`config.mk`:
```
export PLATFORM = sky130hd
export DESIGN_NAME = emmc_clk_reconfig_seq
export DESIGN_NICKNAME = d
export VERILOG_FILES = /design/src/rtl/emmc_clk_seq_pkg.sv /design/src/rtl/emmc_sync2.sv /design/src/rtl/emmc_clk_reconfig_seq.sv
export SDC_FILE = /design/constraint.sdc
export NUM_CORES = 1
export LEC_CHECK = 0
export BUFFER_PORTS_ARGS = -buffer_cell sky130_fd_sc_hd__buf_4
export CAP_MARGIN = 20
export CORE_ASPECT_RATIO = 1.2
export CORE_UTILIZATION = 30
export DETAILED_ROUTE_END_ITERATION = 6
export GPL_ROUTABILITY_DRIVEN = 1
export PLACE_DENSITY_LB_ADDON = 0.15
export SYNTH_ARGS = -nofsm -noshare
export SYNTH_HDL_FRONTEND = slang
export SYNTH_SLANG_ARGS = --single-unit
```
`constraint.sdc`:
```
create_clock -name clk -period 2.05 [get_ports clk]
set_clock_uncertainty 0.1 [all_clocks]
set_input_delay 0.615 -clock clk [delete_from_list [all_inputs] [get_ports clk]]
set_output_delay 0.615 -clock clk [all_outputs]
set_load 0.03 [all_outputs]
```
`src/rtl/emmc_clk_seq_pkg.sv`:
```
// emmc_clk_seq_pkg: shared state encoding, widths and settings reset values for the card-clock reconfiguration sequencer
package emmc_clk_seq_pkg;
    localparam int MUX_W   = 2;
    localparam int PHASE_W = 7;
    localparam int CNT_W   = 16;
    typedef enum logic [2:0] {IDLE, GATE, SETTLE1, APPLY, SETTLE2, ENABLE} state_t;
    localparam logic [MUX_W-1:0]   MUX_RST  = '0;
    localparam logic [PHASE_W-1:0] DRV_RST  = '0;
    localparam logic [PHASE_W-1:0] SMPL_RST = '0;
endpackage

```
`src/rtl/emmc_sync2.sv`:
```
// emmc_sync2: two-flop synchronizer for asynchronous status inputs, resets to 0
module emmc_sync2 #(
    parameter int W = 1
) (
    input  logic         clk,
    input  logic         rst_n,
    input  logic [W-1:0] d,
    output logic [W-1:0] q
);
    logic [W-1:0] meta;
    always_ff @(posedge clk or negedge rst_n)
        if (!rst_n) {q, meta} <= '0;
        else        {q, meta} <= {meta, d};
endmodule

```
`src/rtl/emmc_clk_reconfig_seq.sv`:
```
// emmc_clk_reconfig_seq: gates the card clock, applies mux/phase settings in a quiet window, re-enables with bounded handshakes
module emmc_clk_reconfig_seq
    import emmc_clk_seq_pkg::*;
#(
    parameter int SETTLE_CYCLES  = 16,
    parameter int TIMEOUT_CYCLES = 1024
) (
    input  logic               clk,
    input  logic               reset_n,
    input  logic               req_valid,
    output logic               req_ready,
    input  logic [MUX_W-1:0]   req_mux_ctrl,
    input  logic [PHASE_W-1:0] req_drv_phase,
    input  logic [PHASE_W-1:0] req_smpl_phase,
    output logic               clk_enable,
    output logic [MUX_W-1:0]   ext_clk_mux_ctrl,
    output logic [PHASE_W-1:0] clk_drv_phase_ctrl,
    output logic [PHASE_W-1:0] clk_smpl_phase_ctrl,
    input  logic               clk_ready,
    output logic               busy,
    output logic               done,
    output logic               err_timeout
);
    localparam logic [CNT_W-1:0] SETTLE_LAST  = CNT_W'(SETTLE_CYCLES - 1);
    localparam logic [CNT_W-1:0] TIMEOUT_LAST = CNT_W'(TIMEOUT_CYCLES - 1);

    state_t             state;
    logic [CNT_W-1:0]   cnt;
    logic               rdy_s;
    logic               en_save;
    logic [MUX_W-1:0]   sh_mux;
    logic [PHASE_W-1:0] sh_drv;
    logic [PHASE_W-1:0] sh_smpl;

    emmc_sync2 #(.W(1)) u_sync (
        .clk   (clk),
        .rst_n (reset_n),
        .d     (clk_ready),
        .q     (rdy_s)
    );

    // cnt is cleared on every state change; the awaited level beats a coincident timeout
    always_ff @(posedge clk or negedge reset_n) begin
        if (!reset_n) begin
            state               <= IDLE;
            cnt                 <= '0;
            req_ready           <= 1'b1;
            busy                <= 1'b0;
            done                <= 1'b0;
            err_timeout         <= 1'b0;
            clk_enable          <= 1'b0;
            en_save             <= 1'b0;
            ext_clk_mux_ctrl    <= MUX_RST;
            clk_drv_phase_ctrl  <= DRV_RST;
            clk_smpl_phase_ctrl <= SMPL_RST;
            sh_mux              <= MUX_RST;
            sh_drv              <= DRV_RST;
            sh_smpl             <= SMPL_RST;
        end else begin
            done        <= 1'b0;
            err_timeout <= 1'b0;
            cnt         <= cnt + CNT_W'(1);
            case (state)
                IDLE: begin
                    cnt <= '0;
                    if (req_valid) begin
                        sh_mux     <= req_mux_ctrl;
                        sh_drv     <= req_drv_phase;
                        sh_smpl    <= req_smpl_phase;
                        en_save    <= clk_enable;
                        clk_enable <= 1'b0;
                        req_ready  <= 1'b0;
                        busy       <= 1'b1;
                        state      <= GATE;
                    end
                end
                GATE: begin
                    if (!rdy_s) begin
                        cnt   <= '0;
                        state <= SETTLE1;
                    end else if (cnt == TIMEOUT_LAST) begin
                        cnt         <= '0;
                        clk_enable  <= en_save;
                        err_timeout <= 1'b1;
                        req_ready   <= 1'b1;
                        busy        <= 1'b0;
                        state       <= IDLE;
                    end
                end
                SETTLE1: begin
                    if (cnt == SETTLE_LAST) begin
                        cnt   <= '0;
                        state <= APPLY;
                    end
                end
                APPLY: begin
                    cnt                 <= '0;
                    ext_clk_mux_ctrl    <= sh_mux;
                    clk_drv_phase_ctrl  <= sh_drv;
                    clk_smpl_phase_ctrl <= sh_smpl;
                    state               <= SETTLE2;
                end
                SETTLE2: begin
                    if (cnt == SETTLE_LAST) begin
                        cnt        <= '0;
                        clk_enable <= 1'b1;
                        state      <= ENABLE;
                    end
                end
                ENABLE: begin
                    if (rdy_s || cnt == TIMEOUT_LAST) begin
                        cnt         <= '0;
                        done        <= rdy_s;
                        err_timeout <= !rdy_s;
                        req_ready   <= 1'b1;
                        busy        <= 1'b0;
                        state       <= IDLE;
                    end
                end
                default: begin
                    cnt   <= '0;
                    state <= IDLE;
                end
            endcase
        end
    end
endmodule

```
==> results by stage, run 1 <==
Yosys:
- After synthesis, flip-flops and latches occupy 57.81% of the total area.
- The synthesized netlist net count is 263.
- The post-synthesis cell area is 2556 um^2.
- The total of warnings raised by yosys is 0.
- The synthesized netlist contains 34 unique library cells.
- Each instance of the synthesized netlist takes up on average 10.56 um^2.
- In the synthesized netlist, the number of instances is 242.
- After synthesis, the cell types taking the most area are dfrtp_1 57%, nand2_1 7.9%, mux2_2 7.0%.
- After synthesis, the share of flip-flops with an asynchronous set or reset is 100.0%.
- The cell type with the largest total area after synthesis is dfrtp_1.
- After synthesis, the largest area contributor takes up 56.78% of total cell area.
- The synthesized design contains 59 register bits.
- In this run, synthesis inferred 0 flip-flops with an integrated enable.
- The dominant register cell in the synthesized netlist is dfrtp_1.

Floorplanning:
- The area inside the core boundary is 8198 um^2.
- The effective utilization at floorplan is 31.18%.
- The floorplan step defined a die boundary enclosing 8895 um^2.
- The overall die height is 103.1 um.
- The number of rows created at floorplan is 36.
- From left edge to right edge, the die measures 86.27 um.
- The I/O pin total is 41.

Worst setup path:
- The critical path's top delay family is simple AND/OR/NAND/NOR gates.
- STA puts the critical path data arrival time at 2.18 ns.
- For this run, the slowest stage of the critical path takes 0.58 ns.
- The master of the slowest instance on the critical path is or4_4.
- The sum of buffers and inverters on the critical path is 0.
- The critical path startpoint category is a register.
- The worst setup path is of the register to register kind.
- The required time of the critical path is 2.17 ns.
- Walking the worst path, the cells encountered are or4bb_1, or4_4, o221a_4, a2bb2oi_2.
- The worst setup path is captured at a register.
- The maximum fanout along the worst path is 5.

Route:
- For this block, the via count after detailed routing is 1,920.
- The first TritonRoute pass finished after 4 iterations.
- The uppermost signal routing layer after detailed routing is met4.
- The count of nets left with antenna violations once routing finished came out at 0.
- The met1 wire length is 2411 um.
- In the routed layout, each cell is associated on average with a via count of 4.486.
- Summed over all nets, wire length on met2 after detailed routing comes to 2662 um.
- Wire segments on met3 add up to 198 um in the final route.
- In this run, the number of DRC markers left after iteration 0 of detailed routing was 72.
- The number of DRC violations after detailed routing is 0.
- The total length of routed wires is 5389 um.
- The per-cell routed wire length is 12.59 um.

Clocking:
- The clock latency on the worst-skew pair is 0.34 ns.
- In this run, post-CTS hold repair placed 0 buffers.
- The clock tree from TritonCTS is done.
- The total clock buffers created by CTS is 9.
- The worst-case clock buffer depth is 2.
- Buffers added to address setup during post-CTS repair amount to 0.
- The number of H-tree levels is 3.
- The root buffer cell chosen for the clock tree is clkbuf_8.
- Clock tree synthesis found a total of 59 sinks.
- The clock-pin slew reported for the worst setup and hold paths after clock tree synthesis is 0.07 ns.

Timing:
- The shortest clock period the worst path allows after layout is 2.060 ns.
- The number of max-slew violations in the final report is 0.
- Setup repair after global routing could not meet its margin everywhere.
- The actual slew at the worst max-slew pin is 0.5694 ns.
- Setup violations remaining at the end of the flow were counted as 1.
- Measured against its own limit, the worst slew margin works out to 61.94%.
- The setup slack of the critical path after layout is -0.009590 ns.
- Derived from the worst setup path, the maximum achievable clock frequency is 485.5 MHz.
- The total count of hold-check failures in the final report is 0.
- Dividing the final minimum period by the clock period gives 100.5%.

Worst hold path:
- The class of the tightest hold or removal check is input port to asynchronous set/reset pin.

Finish:
- The most common cell after layout, fill and taps aside is buf_4.
- The final design utilization is 41.13%.
- The signed area change from the synthesized netlist to the final layout is 31.91%.
- After routing the design area is 3372 um^2.
- In the final layout, the share of cells above drive strength 1 is 33.76%.
- The number of nets in the final layout is 330.
- The count of inserted antenna diode cells is 0.
- The library cells used most frequently in the layout, excluding fill and tap cells, are 63 x buf_4, 58 x dfrtp_1, 54 x nand2_1.

Status:
- The run finished, with violations left.
- The checks that failed: setup timing.

Global route:
- The first global-routing pass estimated 9080 um of wire.
- For this run the aggregate overflow at the end of global routing stands at 0.
- The largest net degree at the start of global routing is 33.
- The initial antenna violation count was 0.
- The via count of the first global-routing pass came to 1,923.
- The global-route usage over all layers is 13.76%.

Pwr:
- Internal power comes to 2.694 mW.
- Summed over all cells, the static leakage comes to 1.585 nW.
- The part of the total power dissipated in combinational logic is 38.4%.
- IR analysis of the VDD net gives a maximum drop of 0.4146 mV.
- Net switching is 37.43% of the power.
- Of the total power, registers draw 41.2%.
- Of the total power, the clock network draws 20.4%.
- The power spent charging and discharging nets is 1.612 mW.
- Power spread over the standard cell area amounts to 1277 nW/um^2.

Placement:
- Routability-driven placement finished with a final weighted congestion of 0.7663.
- The area after detailed placement is 3203 um^2.
- The number of buffer cells added on primary ports is 40.
- Detailed placement finished with a half-perimeter wire length of 3950 um.

Flow run:
- Across the run, the number of max-cap violations was 0.
[synth_stat cells, types with 2 or more instances]
cell type	instances
a21oi_1	5
and3_1	2
buf_2	2
clkbuf_1	7
dfrtp_1	58
inv_1	6
mux2_2	16
nand2_1	54
nand2b_1	3
nand3_1	7
nand4_1	4
nor2_1	26
nor2b_1	3
nor3_1	7
nor3b_1	2
nor4_1	4
o21ai_0	3
o221a_2	2
or4_4	2
xnor2_1	13
xor2_1	3
[logic make-up after synthesis]
kind of cell    synth area share, %
compound gates                5.041
xor+xnor                      5.482
fa+ha+maj                    0.4894
buf+inv                       2.496
flops                         57.81
mux                           7.048
simple gates                  21.63
[layout make-up]
type | instances | area, um^2
tap | 114 | 142.6
sequential | 59 | 1478
multi-input combinational | 167 | 1036
fill | 839 | 4826
clock buffer | 10 | 127.6
timing repair buffer | 66 | 533.0
inverter | 6 | 22.52
clock inverter | 6 | 32.53
[power by group through the flow]
| stage | logic [mW] | registers, mW | clock network [mW] |
|---|---|---|---|
| 2_1_floorplan | 0.749 | 2.06 | 0 |
| 3_3_place_gp | 1.65 | 1.78 | 0 |
| 3_5_place_dp | 1.67 | 1.80 | 0 |
| 4_1_cts | 1.69 | 1.78 | 0.920 |
| 5_1_grt | 1.82 | 1.83 | 0.961 |
| 6_report | 1.65 | 1.77 | 0.880 |
[repair_timing]
action	4_1_cts	5_1_grt
cloned	0	0
gates resized for setup	1	0
pin swaps	1	0
setup endpoints to repair	1	1
[layer usage]
layer | vias up | GRT usage [%]
li1 | 947 | -
met1 | 935 | 15.23
met2 | 27 | 23.63
met3 | 11 | 3.523
met4 | 0 | 8.846
met5 | - | 0
[sequential cells by signal, indices dropped and copies added, names as in the netlist, 2 cells and up]
signal and flops:
sh_mux 2, ext_clk_mux_ctrl 2, clk_smpl_phase_ctrl 7, state 3, cnt 16, clk_drv_phase_ctrl 7, sh_drv 7, sh_smpl 7
[per-stage QoR]
step	total power, mW	hold slack [ns]	worst slack (ns)	instances	TNS, ns
floorplan	2.806	0.2194	-0.02311	242	-0.02311
global placement	3.438	0.2361	-0.009175	412	-0.009175
detailed placement	3.476	0.2402	-0.02036	412	-0.02036
CTS	4.391	0.1233	-0.01489	428	-0.01489
global route	4.615	0.1472	-0.04576	428	-0.04576
finish	4.306	0.1287	-0.009590	428	-0.009590
[worst paths after layout]
| check | startpoint | endpoint | slack [ns] | cells after the start |
|---|---|---|---|---|
| max in group asynchronous | reset_n | sh_drv[1]$_DFFE_PN0P_ | 1.27 | 2 |
| setup reg to reg | cnt[14]$_DFF_PN0_ | clk_enable$_DFFE_PN0P_ | -0.01 | 4 |
| min in group clk | u_sync.meta$_DFF_PN0_ | u_sync.q$_DFF_PN0_ | 0.25 | 0 |
| hold reg to reg | u_sync.meta$_DFF_PN0_ | u_sync.q$_DFF_PN0_ | 0.25 | 0 |
| hold / removal | reset_n | clk_smpl_phase_ctrl[1]$_DFFE_PN0N_ | 0.13 | 1 |
| setup / recovery | cnt[14]$_DFF_PN0_ | clk_enable$_DFFE_PN0P_ | -0.01 | 4 |
Power figures use the tool's default switching activity.
==> inputs of run 2 (changes only) <==
Settings changed: HOLD_SLACK_MARGIN set to 0.15.
==> results by stage, run 2 (synthesis gave the netlist of run 1 again) <==
Worst setup path:
- STA puts the critical path data arrival time at 2.18 ns.
- The required time of the critical path is 2.17 ns.
- Of all nets on the critical path, the largest fanout is 5.
- The critical path startpoint category is a register.
- The worst setup path is captured at a register.
- The worst setup path is of the register to register kind.

Finish:
- The count of placed standard cells in the final layout, fillers left out is 429.
- The post-route netlist has 33.65% of its cells at a drive strength greater than 1.
- The register with the most flip-flops in the layout has 16 of them.
- The number of nets in the final layout is 331.
- Summing all non-filler instances in the final layout gives an area of 3382 um^2.
- Relative to the synthesized area, the layout overhead comes to 32.31%.
- The library cell used most frequently in the layout, excluding fill and tap cells, is buf_4.
- The repair_antennas step left the layout with diodes totalling 0.
- Leaving out fill and tap cells, the most frequent cells in the layout are 63 x buf_4, 58 x dfrtp_1, 54 x nand2_1.
- The register name with the most flops is cnt.

Timing:
- At the pin with the least slew margin, the transition time is 0.5694 ns.
- For this run, the top clock speed supported by timing is 485.5 MHz.
- The total count of hold-check failures in the final report came to 0.
- The smallest clock period supported by the final layout is computed as 2.060 ns.
- In this run the tightest slew margin relative to its limit is 61.94%.
- The final critical path takes up 100.5% of the cycle.
- The number of endpoints failing setup at the final stage is 1.
- Hold is met by 0.2528 ns.
- The number of max-slew violations in the final report came to 0.
- Setup repair after global routing could not meet its margin everywhere.
- The setup slack of the critical path after layout is -0.009590 ns.

Placement:
- The area after detailed placement is 3203 um^2.
- The worst setup slack after placement is -0.02036 ns.
- Summed over all nets, the half-perimeter wirelength after detailed placement is 3950 um.
- The count of buffers added on input and output ports is 40.
- After detailed placement, the design holds a cell count of 412.
- The final estimated routing congestion in global placement is 0.7663.

Global route:
- The first global-routing pass estimated 9080 um of wire.
- Summed over all layers, the global routing overflow is 0.
- Global routing used 13.76% of the available tracks across all layers.
- The via count of the first global-routing pass is 1,923.
- The largest net degree at the start of global routing is 33.
- The initial antenna violation count is 0.

Route:
- The detail route stage leaves a number of antenna-violating nets equal to 0.
- The detail-routed via count per cell is 4.480.
- The total iterations of the first detailed-routing run is 4.
- The number of DRC violations after detailed routing is 0.
- The per-cell routed wire length is 12.58 um.
- The final layout contains routed wiring with a total length of 5397 um.
- The count of routing violations after the opening detailed-route iteration is 85.
- The routed layout has 1,922 vias.

Pwr:
- The maximum vdd drop is 0.4146 mV.
- The analysis attributes to cell leakage a power of 1.590 nW.
- The power per standard cell area is 1274 nW/um^2.
- The completed layout was analyzed and its total power is 4.308 mW.

Floorplanning:
- The die outline width is 86.27 um.
- The region available for standard cell placement spans 8198 um^2.
- The full die area is 8895 um^2.
- During I/O placement, the number of pins put on the boundary was 41.
- The number of rows created at floorplan is 36.
- The overall die height is 103.1 um.
- The effective utilization at floorplan is 31.18%.

Clocking:
- The number of post-CTS setup repair buffers is 0.
- TritonCTS built the clock tree.
- The longest clock path from root to sink contains 2 buffers.
- The total clock buffers created by CTS is 9.
- The number of H-tree levels is 3.
- The later pin in the worst-skew pair is clocked with a latency of 0.34 ns.
- In this run the clock root is driven by a clkbuf_8.
- The clock-pin slew reported for the worst setup and hold paths after clock tree synthesis is 0.06 ns.
- The tree built by TritonCTS fans out to 59 sinks.

Worst hold path:
- The min-delay analysis places its worst path in the category register to register.

Flow run:
- Max-cap violations in this run came to 0.

Status:
- The checks that failed: setup timing.
- The run finished, with violations left.
run 2: cell count changes in the layout (fill, tap and decap cells not counted), sizes merged:
cell	previous run	this run
dlygate4sd3	0	1
run 2: power by group:
| part | leakage [nW] | internal [mW] | total, mW | switching [mW] |
|---|---|---|---|---|
| registers | 0.757 | 1.54 | 1.77 | 0.231 |
| logic | 0.747 | 0.726 | 1.65 | 0.927 |
| clock network | 0.0856 | 0.427 | 0.880 | 0.454 |
| total | 1.59 | 2.70 | 4.31 | 1.61 |
run 2: what timing repair did:
item	4_1_cts	5_1_grt
pin swaps	1	0
hold endpoints to repair	29	0
hold buffers	1	0
gates resized for setup	1	0
endpoints found under the setup margin	1	1
run 2: final timing paths:
check	cells after the start	from	to	slack (ns)
min in group asynchronous	2	reset_n	clk_smpl_phase_ctrl[1]$_DFFE_PN0N_	0.67
max in group asynchronous	3	reset_n	sh_drv[1]$_DFFE_PN0P_	0.73
setup reg to reg	4	cnt[14]$_DFF_PN0_	clk_enable$_DFFE_PN0P_	-0.01
setup / recovery	4	cnt[14]$_DFF_PN0_	clk_enable$_DFFE_PN0P_	-0.01
hold reg to reg	0	u_sync.meta$_DFF_PN0_	u_sync.q$_DFF_PN0_	0.25
hold / removal	0	u_sync.meta$_DFF_PN0_	u_sync.q$_DFF_PN0_	0.25
run 2: area by class of cell:
| type | count | area [um^2] |
|---|---|---|
| clock buffer | 10 | 127.6 |
| inverter | 6 | 22.52 |
| fill | 838 | 4816 |
| timing repair buffer | 67 | 543.0 |
| clock inverter | 6 | 32.53 |
| multi-input combinational | 167 | 1036 |
| sequential | 59 | 1478 |
| tap | 114 | 142.6 |
run 2: per-layer routing:
metal | track usage [%] | vias up | wire (um)
li1 | - | 949 | -
met1 | 15.23 | 935 | 2422
met2 | 23.63 | 27 | 2665
met3 | 3.523 | 11 | 193
met4 | 8.846 | 0 | 116
met5 | 0 | - | 0
run 2: worst max-delay path, cell delays in order (launching register included):
cell and delay [ns]:
dfrtp_1 0.37, or4bb_1 0.50, or4_4 0.58, o221a_4 0.26
a2bb2oi_2 0.15
run 2: stage by stage:
step | utilization, % | TNS (ns)
after floorplan | - | -0.02311
after global placement | 39.07 | -0.009175
after detailed placement | 39.07 | -0.02036
after CTS | 41.25 | -0.01489
after global routing | 41.25 | -0.04576
final | 41.25 | -0.009590
